`config.mk`:
```
export PLATFORM = sky130hd
export DESIGN_NAME = clb_cfg_loader
export DESIGN_NICKNAME = d
export VERILOG_FILES = /design/src/rtl/clb_cfg_pkg.sv /design/src/rtl/clb_cfg_crc8.sv /design/src/rtl/clb_cfg_loader.sv
export SDC_FILE = /design/constraint.sdc
export NUM_CORES = 1
export LEC_CHECK = 0
export CELL_PAD_IN_SITES_DETAIL_PLACEMENT = 0
export CELL_PAD_IN_SITES_GLOBAL_PLACEMENT = 1
export CORE_MARGIN = 2
export CORE_UTILIZATION = 25
export CTS_CLUSTER_DIAMETER = 80
export CTS_CLUSTER_SIZE = 8
export DETAILED_ROUTE_END_ITERATION = 8
export PLACE_DENSITY_LB_ADDON = 0.1
export SLEW_MARGIN = 10
export SYNTH_ARGS = -nofsm -noshare
export SYNTH_HDL_FRONTEND = slang
export SYNTH_SLANG_ARGS = --single-unit
```
`constraint.sdc`:
```
create_clock -name K -period 2.5 [get_ports K]
set_input_delay 0.25 -clock K [delete_from_list [all_inputs] [get_ports K]]
set_output_delay 0.25 -clock K [all_outputs]
set_load 0.02 [all_outputs]
```
`src/rtl/clb_cfg_pkg.sv`:
```
// clb_cfg_pkg: shared definitions for the clb39 serial configuration loader.
//   - clb_frame_t : packed layout of one 37-bit CLB configuration frame (bit 0 = mem[0])
//   - FRAME_W     : frame width, derived from the layout
//   - PREAMBLE    : 4-bit stream preamble
//   - cfg_state_e : loader FSM states
// No ports (package).
package clb_cfg_pkg;

  // Field order is MSB first, so mem lands in [15:0] and floporlatch in [36].
  typedef struct packed {
    logic       floporlatch;  // [36]
    logic       dqmux2;       // [35]
    logic       dqmux1;       // [34]
    logic       o2m3_1;       // [33]
    logic       o2m2_1;       // [32]
    logic       o2m1_1;       // [31]
    logic       o2m3_0;       // [30]
    logic       o2m2_0;       // [29]
    logic       o2m1_0;       // [28]
    logic [1:0] mux6;         // [27:26]
    logic [1:0] mux5;         // [25:24]
    logic [1:0] mux4;         // [23:22]
    logic [1:0] mux3;         // [21:20]
    logic [1:0] mux2;         // [19:18]
    logic [1:0] comb;         // [17:16]
    logic [15:0] mem;         // [15:0]
  } clb_frame_t;

  localparam int unsigned FRAME_W  = $bits(clb_frame_t);
  localparam int unsigned LEN_W    = 16;
  localparam int unsigned CRC_W    = 8;
  localparam int unsigned CNT_W    = 6;
  localparam logic [3:0]  PREAMBLE = 4'b0010;
  localparam logic [7:0]  CRC_POLY = 8'h07;

  typedef enum logic [2:0] {
    StIdle, StLen, StFstart, StFdata, StFstop, StCrc, StDone, StErr
  } cfg_state_e;

endpackage

```
`src/rtl/clb_cfg_crc8.sv`:
```
// clb_cfg_crc8: bit-serial CRC-8 (poly 0x07, init 0x00), MSB-first shift register.
// Ports:
//   i_clk  clock (posedge)
//   i_rst  synchronous active-high reset, clears the CRC
//   i_clr  synchronous clear
//   i_en   advance the CRC by one bit
//   i_bit  data bit
//   o_crc  current CRC value
module clb_cfg_crc8
  import clb_cfg_pkg::*;
(
  input  logic             i_clk,
  input  logic             i_rst,
  input  logic             i_clr,
  input  logic             i_en,
  input  logic             i_bit,
  output logic [CRC_W-1:0] o_crc
);

  logic [CRC_W-1:0] r_crc;
  logic             w_fb;

  assign w_fb = r_crc[CRC_W-1] ^ i_bit;

  always_ff @(posedge i_clk) begin
    if (i_rst || i_clr) begin
      r_crc <= '0;
    end else if (i_en) begin
      r_crc <= {r_crc[CRC_W-2:0], 1'b0} ^ (w_fb ? CRC_POLY : '0);
    end
  end

  assign o_crc = r_crc;

endmodule

```
`src/rtl/clb_cfg_loader.sv`:
```
// clb_cfg_loader: serial configuration writer for the clb39 array.
// Stream: idle 1s, preamble 0010, 16-bit length N (MSB first), then N frames of
// {start 0, FRAME_W data bits LSB first, stop 1}. Each good frame produces one cfg_we pulse.
// Optional feature macro CFG_CRC_EN: a CRC-8 byte (MSB first) over all frame data bits follows
// the last frame and must match before cfg_done is raised.
// Ports:
//   K        clock (posedge)
//   RST      synchronous active-high reset
//   din      serial data bit, sampled only when din_vld=1
//   din_vld  data-valid qualifier
//   cfg_we   one-cycle write strobe to the CLB array
//   cfg_addr target CLB index, valid with cfg_we, holds last value
//   cfg_data frame contents, valid with cfg_we, holds last value
//   busy     high from preamble match until DONE/ERR
//   cfg_done configuration complete, sticky
//   cfg_err  framing/length/CRC error, sticky
module clb_cfg_loader
  import clb_cfg_pkg::*;
#(
  parameter int unsigned NUM_CLB = 64,
  parameter int unsigned ADDR_W  = 6
) (
  input  logic               K,
  input  logic               RST,
  input  logic               din,
  input  logic               din_vld,
  output logic               cfg_we,
  output logic [ADDR_W-1:0]  cfg_addr,
  output logic [FRAME_W-1:0] cfg_data,
  output logic               busy,
  output logic               cfg_done,
  output logic               cfg_err
);

  localparam int unsigned       IDX_W     = ADDR_W + 1;
  localparam logic [LEN_W-1:0]  MaxLen    = LEN_W'(NUM_CLB);
  localparam logic [CNT_W-1:0]  LenLast   = CNT_W'(LEN_W - 1);
  localparam logic [CNT_W-1:0]  FrameLast = CNT_W'(FRAME_W - 1);

  cfg_state_e         r_state;
  logic [3:0]         r_hist;
  logic [LEN_W-1:0]   r_len;
  logic [CNT_W-1:0]   r_bitcnt;
  logic [IDX_W-1:0]   r_idx;
  logic [FRAME_W-1:0] r_frame;
  logic               r_we;
  logic [ADDR_W-1:0]  r_addr;
  logic [FRAME_W-1:0] r_data;
  logic               r_busy;
  logic               r_done;
  logic               r_err;

  logic [3:0]         w_hist_nxt;
  logic [LEN_W-1:0]   w_len_nxt;
  logic [IDX_W-1:0]   w_idx_inc;
  logic               w_last_frame;

  assign w_hist_nxt   = {r_hist[2:0], din};
  assign w_len_nxt    = {r_len[LEN_W-2:0], din};
  assign w_idx_inc    = r_idx + 1'b1;
  // Full 16-bit compare so a wide N can never alias onto the small index counter.
  assign w_last_frame = ({{(LEN_W - IDX_W){1'b0}}, w_idx_inc} == r_len);

`ifdef CFG_CRC_EN
  localparam logic [CNT_W-1:0] CrcLast = CNT_W'(CRC_W - 1);

  logic [CRC_W-2:0] r_crc_rx;
  logic [CRC_W-1:0] w_crc;
  logic             w_crc_en;
  logic             w_crc_clr;

  // Only frame payload bits feed the CRC; start/stop bits are excluded.
  assign w_crc_en  = din_vld && (r_state == StFdata);
  assign w_crc_clr = (r_state == StIdle);

  clb_cfg_crc8 u_crc (
    .i_clk (K),
    .i_rst (RST),
    .i_clr (w_crc_clr),
    .i_en  (w_crc_en),
    .i_bit (din),
    .o_crc (w_crc)
  );
`endif

  always_ff @(posedge K) begin
    if (RST) begin
      r_state  <= StIdle;
      r_hist   <= '1;
      r_len    <= '0;
      r_bitcnt <= '0;
      r_idx    <= '0;
      r_frame  <= '0;
      r_we     <= 1'b0;
      r_addr   <= '0;
      r_data   <= '0;
      r_busy   <= 1'b0;
      r_done   <= 1'b0;
      r_err    <= 1'b0;
`ifdef CFG_CRC_EN
      r_crc_rx <= '0;
`endif
    end else begin
      r_we <= 1'b0;
      // Raised one cycle after entering DONE, i.e. one cycle after the last write strobe.
      if (r_state == StDone) r_done <= 1'b1;
      if (din_vld) begin
        unique case (r_state)
          StIdle: begin
            r_hist <= w_hist_nxt;
            if (w_hist_nxt == PREAMBLE) begin
              r_state  <= StLen;
              r_busy   <= 1'b1;
              r_bitcnt <= '0;
            end
          end
          StLen: begin
            r_len    <= w_len_nxt;
            r_bitcnt <= r_bitcnt + 1'b1;
            if (r_bitcnt == LenLast) begin
              r_bitcnt <= '0;
              r_idx    <= '0;
              if (w_len_nxt == '0) begin
                r_state <= StDone;
                r_busy  <= 1'b0;
              end else if (w_len_nxt > MaxLen) begin
                r_state <= StErr;
                r_busy  <= 1'b0;
                r_err   <= 1'b1;
              end else begin
                r_state <= StFstart;
              end
            end
          end
          StFstart: begin
            if (din) begin
              r_state <= StErr;
              r_busy  <= 1'b0;
              r_err   <= 1'b1;
            end else begin
              r_state  <= StFdata;
              r_bitcnt <= '0;
            end
          end
          StFdata: begin
            // LSB first: the first received bit ends up in bit 0.
            r_frame  <= {din, r_frame[FRAME_W-1:1]};
            r_bitcnt <= r_bitcnt + 1'b1;
            if (r_bitcnt == FrameLast) r_state <= StFstop;
          end
          StFstop: begin
            if (!din) begin
              r_state <= StErr;
              r_busy  <= 1'b0;
              r_err   <= 1'b1;
            end else begin
              r_we   <= 1'b1;
              r_addr <= r_idx[ADDR_W-1:0];
              r_data <= r_frame;
              r_idx  <= w_idx_inc;
              if (w_last_frame) begin
`ifdef CFG_CRC_EN
                r_state  <= StCrc;
                r_bitcnt <= '0;
`else
                r_state <= StDone;
                r_busy  <= 1'b0;
`endif
              end else begin
                r_state <= StFstart;
              end
            end
          end
`ifdef CFG_CRC_EN
          StCrc: begin
            r_crc_rx <= {r_crc_rx[CRC_W-3:0], din};
            r_bitcnt <= r_bitcnt + 1'b1;
            if (r_bitcnt == CrcLast) begin
              r_busy <= 1'b0;
              if ({r_crc_rx, din} == w_crc) begin
                r_state <= StDone;
              end else begin
                r_state <= StErr;
                r_err   <= 1'b1;
              end
            end
          end
`endif
          default: ;  // DONE and ERR absorb all input until reset
        endcase
      end
    end
  end

  assign cfg_we   = r_we;
  assign cfg_addr = r_addr;
  assign cfg_data = r_data;
  assign busy     = r_busy;
  assign cfg_done = r_done;
  assign cfg_err  = r_err;

endmodule

```
==> results of run 1 <==
-- cell families (layout without fill, tap and decap cells) --
| group | after synthesis | count (layout) | synth area share, % |
|---|---|---|---|
| buffers and inverters | 49 | 111 | 4.21 |
| adder cells (fa/ha/maj) | 3 | 3 | 0.784 |
| multiplexers | 4 | 4 | 0.837 |
| XOR/XNOR | 11 | 11 | 2.01 |
| AO/OA/AOI/OAI | 154 | 154 | 18.0 |
| AND/OR/NAND/NOR | 276 | 276 | 24.4 |
| flip-flops | 119 | 119 | 49.8 |
-- synth_stat cells (5+ instances only) --
library cell | n | area (sq um)
clkbuf_1 | 29 | 109
xor2_1 | 6 | 52.6
inv_1 | 8 | 30.0
nor2_1 | 25 | 93.8
buf_2 | 11 | 55.1
nand3_1 | 9 | 45.0
nor3_1 | 5 | 25.0
xnor2_1 | 5 | 43.8
a31oi_1 | 7 | 43.8
o21ai_0 | 8 | 40.0
dfxtp_1 | 119 | 2380
or3_1 | 5 | 31.3
nand2_1 | 201 | 754
a21oi_1 | 113 | 566
-- where the power goes --
group | total (mW) | switching (mW) | internal (mW)
combinational | 0.178 | 0.111 | 0.0667
sequential | 1.93 | 0.0169 | 1.91
clock | 2.35 | 0.858 | 1.50
total | 4.46 | 0.986 | 3.47
-- worst register-to-register path: stages (launching register included) --
cell and delay [ns]:
dfxtp_1 0.45, ha_1 0.30, xor2_1 0.14, or3_1 0.31, a2111o_1 0.32, o31ai_1 0.28, a211oi_1 0.12
-- flip-flops by register name, indices dropped and copies added (netlist names) --
name,count
cfg_addr,6
r_state,3
r_frame,37
r_idx,7
r_len,16
cfg_data,37
r_hist,3
busy,1
cfg_done,1
cfg_we,1
r_bitcnt,6
cfg_err,1
-- worst paths after layout --
path	startpoint	to	slack, ns
setup reg to reg	r_idx[0]	busy	0.46
hold reg to reg	cfg_data[26]	cfg_data[26]	0.45
setup / recovery	r_idx[0]	busy	0.46
hold / removal	RST	cfg_done	0.35
-- routing by layer --
metal	wire length (microns)	share of wire [%]
met4	189	1.5
met1	6050	48
met3	498	4.0
met5	0	0
met2	5760	46
-- metrics by stage --
| step | setup slack [ns] | instances | instance area (sq um) |
|---|---|---|---|
| finish | 0.460 | 912 | 6170 |
| global placement | 0.187 | 880 | 5600 |
| floorplan | 0.645 | 616 | 4790 |
| CTS | 0.439 | 912 | 6170 |
| detailed placement | 0.208 | 880 | 5600 |
| global route | 0.318 | 912 | 6170 |
-- area by class of cell --
type	instances	area (sq um)	area share [%]
Sequential cell	119	2380	38.6
Multi-Input combinational cell	448	2210	35.8
Tap cell	234	293	4.74
Timing Repair Buffer	71	681	11.0
Inverter	8	30.0	0.487
Clock inverter	6	65.1	1.05
Clock buffer	26	509	8.25
==> flow_summary.ini, run 1 <==
[setup_path]
crit_type = register to register
path_buf_inv = 0
r2r_cells = 6
arrival_ns = 2.33
cp_slowest_cell = dfxtp_1
critPathMaxFanout = 7
crit_path_end_kind = register
worst-path-stages = 6
startpoint_type = register
cp_top_family = compound AO/OA/AOI/OAI gates
cp_cell_sequence = ha_1 > xor2_1 > or3_1 > a2111o_1 > o31ai_1 > a211oi_1
slowest_delay_ns = 0.45
required_ns = 2.79

[detailed_routing]
drtIter0Drc = 215
num_vias = 4230
wirelength_microns = 12500
dr.pass1.iters = 4
drc = 0
antenna_left = 0
post_drt_wl_per_cell_microns = 13.7
vias_per_cell = 4.64

[timing]
setup_viol = 0
whs_ns = 0.345
hold_violations = 0
finClkSkew_ns = 0.00682
rsz0062_at_grt = no
relSlewSlack_pct = 54.9
slew_viol_final = 0
fmax_ghz = 0.490
worst_pin_slew_ns = 0.677
period_share_pct = 81.6
setup_tns_ns = 0
fin_crit_ns = 2.04

[power_and_ir_drop]
ir_worst_vdd_uv = 500
power_mw = 4.46
p_leak_nw = 2.07
power_per_cell_area_mw_per_mm2 = 722

[clock_tree]
ctsHoldBuffers = 0
clk_pin_slew_worst_paths_ns = 0.05
cts-root-buf = clkbuf_16
cts.sinks = 119
clk_latency_ns = 0.41
cts_tree = done
htree_levels = 4
cts_buffers = 17
cts_resized = 0
cts_buffer_depth = 2
postCtsSetupBuffers = 0

[synthesis]
synth-main-ff-cell = dfxtp_1
syn_nets = 623
ys_seq_elements = 119
yosysWarningCount = 0
async_reset_ff_share_pct = 0
syn_inst = 616
synth_area_sq_mm = 0.00479
ys_types = 44
synth_edf_count = 0
synth.avg_cell_area_sq_um = 7.77
yosysSeqAreaShare_pct = 49.8

[global_routing]
met2_usage_pct = 21.3
grt_max_degree = 59
overflow = 0
grt_usage_pct = 13.5
grt_pass1_wl_microns = 21600
grt_pass1_vias = 4170
antenna_found_initial = 0
grt_use_met3_pct = 3.87
grt_use_met1_pct = 17.5
top_usage_layer = met2

[place]
io_buffer_count = 50
dpl.hpwl_microns = 8180
place.gp.congestion = 0.724

[floorplan]
die_area_sq_mm = 0.0203
rows = 50
die_w_microns = 142
ios = 51
core_area_sq_mm = 0.0188
die_h_microns = 142
start_util_pct = 25.5

[cells_and_area]
final_cell_mix = 201 x nand2_1, 119 x dfxtp_1, 113 x a21oi_1, 49 x clkdlybuf4s50_1, 24 x nor2_1
diodes = 0
nets = 672
area_delta_synth_final_pct = 28.9
final_common_cell = nand2_1
nFillCells = 2002
drive_above_1_share_pct = 8.26
fin_util_pct = 32.9

[worst_hold_path]
hp-class = primary input to register
min_path_cells = 2

[run_status]
status = finished, final reports clean

[run]
maxCapViolCount = 0
(Power assumes the default switching activity.)
==> run 2, diff against run 1 <==
==> constraint.sdc (replaced) <==
create_clock -name K -period 1.97 [get_ports K]
set_input_delay 0.197 -clock K [delete_from_list [all_inputs] [get_ports K]]
set_output_delay 0.197 -clock K [all_outputs]
set_load 0.02 [all_outputs]
==> flow_summary.ini, run 2 (synthesis gave the netlist of run 1 again) <==
[run]
maxCapViolCount = 0

[setup_path]
r2r_cells = 5
cp_slowest_cell = or4b_4
startpoint_type = register
crit_type = register to register
critPathMaxFanout = 3
reg2reg_slack_ns = 0.06
required_ns = 2.30
r2r_end = r_state[1]
cp_cell_sequence = or4b_4 > o311a_1 > a21o_1 > o32a_1 > a21oi_1
cp_top_family = compound AO/OA/AOI/OAI gates
worstSetupStartpoint = r_hist[2]
slowest_delay_ns = 0.54
path_buf_inv = 0
arrival_ns = 2.24
cp-endpoint = r_state[1]
worst-path-stages = 5
crit_path_end_kind = register
r2r-start = r_hist[2]

[clock_tree]
cts_buffers = 17
cts_buffer_depth = 2
clk_pin_slew_worst_paths_ns = 0.05
cts-root-buf = clkbuf_16
postCtsSetupBuffers = 0
ctsHoldBuffers = 0
htree_levels = 4
cts_tree = done
cts.sinks = 119
cts_resized = 0
clk_latency_ns = 0.41

[timing]
hold_violations = 0
period_share_pct = 97.1
worst_pin_slew_ns = 0.580
fmax_ghz = 0.523
slew_viol_final = 0
layout_setup_ws_ns = 0.0572
finClkSkew_ns = 0.00554
setup_viol = 0
relSlewSlack_pct = 61.3
fin_crit_ns = 1.91

[global_routing]
grt_pass1_vias = 4049
grt_usage_pct = 12.7
overflow = 0
grt_pass1_wl_microns = 20300
grt_max_degree = 46
antenna_found_initial = 0

[cells_and_area]
nets = 689
final_common_cell = nand2_1
fin_area_sq_mm = 0.00640
diodes = 0
area_delta_synth_final_pct = 33.8
drive_above_1_share_pct = 11.4
final_cell_mix = 201 x nand2_1, 117 x dfxtp_1, 113 x a21oi_1, 49 x clkdlybuf4s50_1, 33 x buf_4

[floorplan]
start_util_pct = 25.5
ios = 51
core_area_sq_mm = 0.0188
die_area_sq_mm = 0.0203
die_w_microns = 142
die_h_microns = 142
rows = 50

[place]
pre_cts_ws_ns = -0.279
place.gp.congestion = 0.767
dpl.hpwl_microns = 8220
io_buffer_count = 50
place_area_sq_mm = 0.00576

[detailed_routing]
vias_per_cell = 4.59
wirelength_microns = 12600
antenna_left = 0
num_vias = 4253
dr.pass1.iters = 4
post_drt_wl_per_cell_microns = 13.6
drc = 0
drtIter0Drc = 211

[worst_hold_path]
worstHoldStart = RST
hp-class = primary input to register

[power_and_ir_drop]
power_per_cell_area_mw_per_mm2 = 926
p_leak_nw = 2.20
ir_worst_vdd_uv = 556

[run_status]
status = finished, final reports clean
[run 2: changes by cell type in the layout (fill, tap and decap cells not counted), moves of 2 or more]
cell	change
buf_4	+13
buf_12	+3
bufinv_16	+3
clkbuf_1	-3
clkbuf_8	-3
clkinvlp_4	-3
clkinv_2	+2
dfxtp_1	-2
dfxtp_2	+2
[run 2: layer usage]
metal  global-route usage, %  share of wire [%]
met4                    3.75                1.1
met3                    3.87                3.8
met1                    15.9                 49
met5                       0                  0
met2                    21.2                 46
[run 2: how the worst min path moves through the flow]
stage / cells after the start / to / slack, ns
floorplan: 2 / r_len[15] / 0.43
global route: 2 / cfg_done / 0.28
CTS: 2 / cfg_done / 0.26
global placement: 2 / cfg_err / 0.44
finish: 2 / cfg_done / 0.27
detailed placement: 2 / cfg_err / 0.44
[run 2: stage by stage]
stage	setup TNS (ns)	std cells	power [mW]	util, %	hold WS, ns
4_1_cts	0	926	6.01	33.9	0.263
6_report	0	926	5.93	34.1	0.272
3_3_place_gp	-1.74	897	2.74	30.7	0.442
2_1_floorplan	0	616	2.64	-	0.432
3_5_place_dp	-2.16	897	2.74	30.7	0.438
5_1_grt	-0.0165	926	6.16	34.1	0.282
[run 2: worst register-to-register path: cells and delay by family (launching register included)]
kind | cells | cell delay, ns
AO/OA/AOI/OAI | 4 | 0.98
flip-flops | 1 | 0.31
AND/OR/NAND/NOR | 1 | 0.54
[run 2: layout make-up]
type                       count  area (sq um)
timing repair buffer          88           850
tap                          234           293
clock inverter                 9           151
clock buffer                  20           457
sequential                   119          2380
fill                        1971         12400
multi-input combinational    448          2240
inverter                       8          30.0
[run 2: where the power goes]
group / switching, mW / internal [mW]
Clock: 1.08 / 2.16
Combinational: 0.153 / 0.101
Sequential: 0.0117 / 2.42
Total: 1.25 / 4.68
==> run 3, diff against run 2 <==
--- a/config.mk
+++ b/config.mk
@@ -17,3 +17,4 @@
 export SYNTH_ARGS = -nofsm -noshare
 export SYNTH_HDL_FRONTEND = slang
 export SYNTH_SLANG_ARGS = --single-unit
+export TNS_END_PERCENT = 100
==> results of run 3 <==
No change in the layout: final DEF, timing and power equal those of run 2.
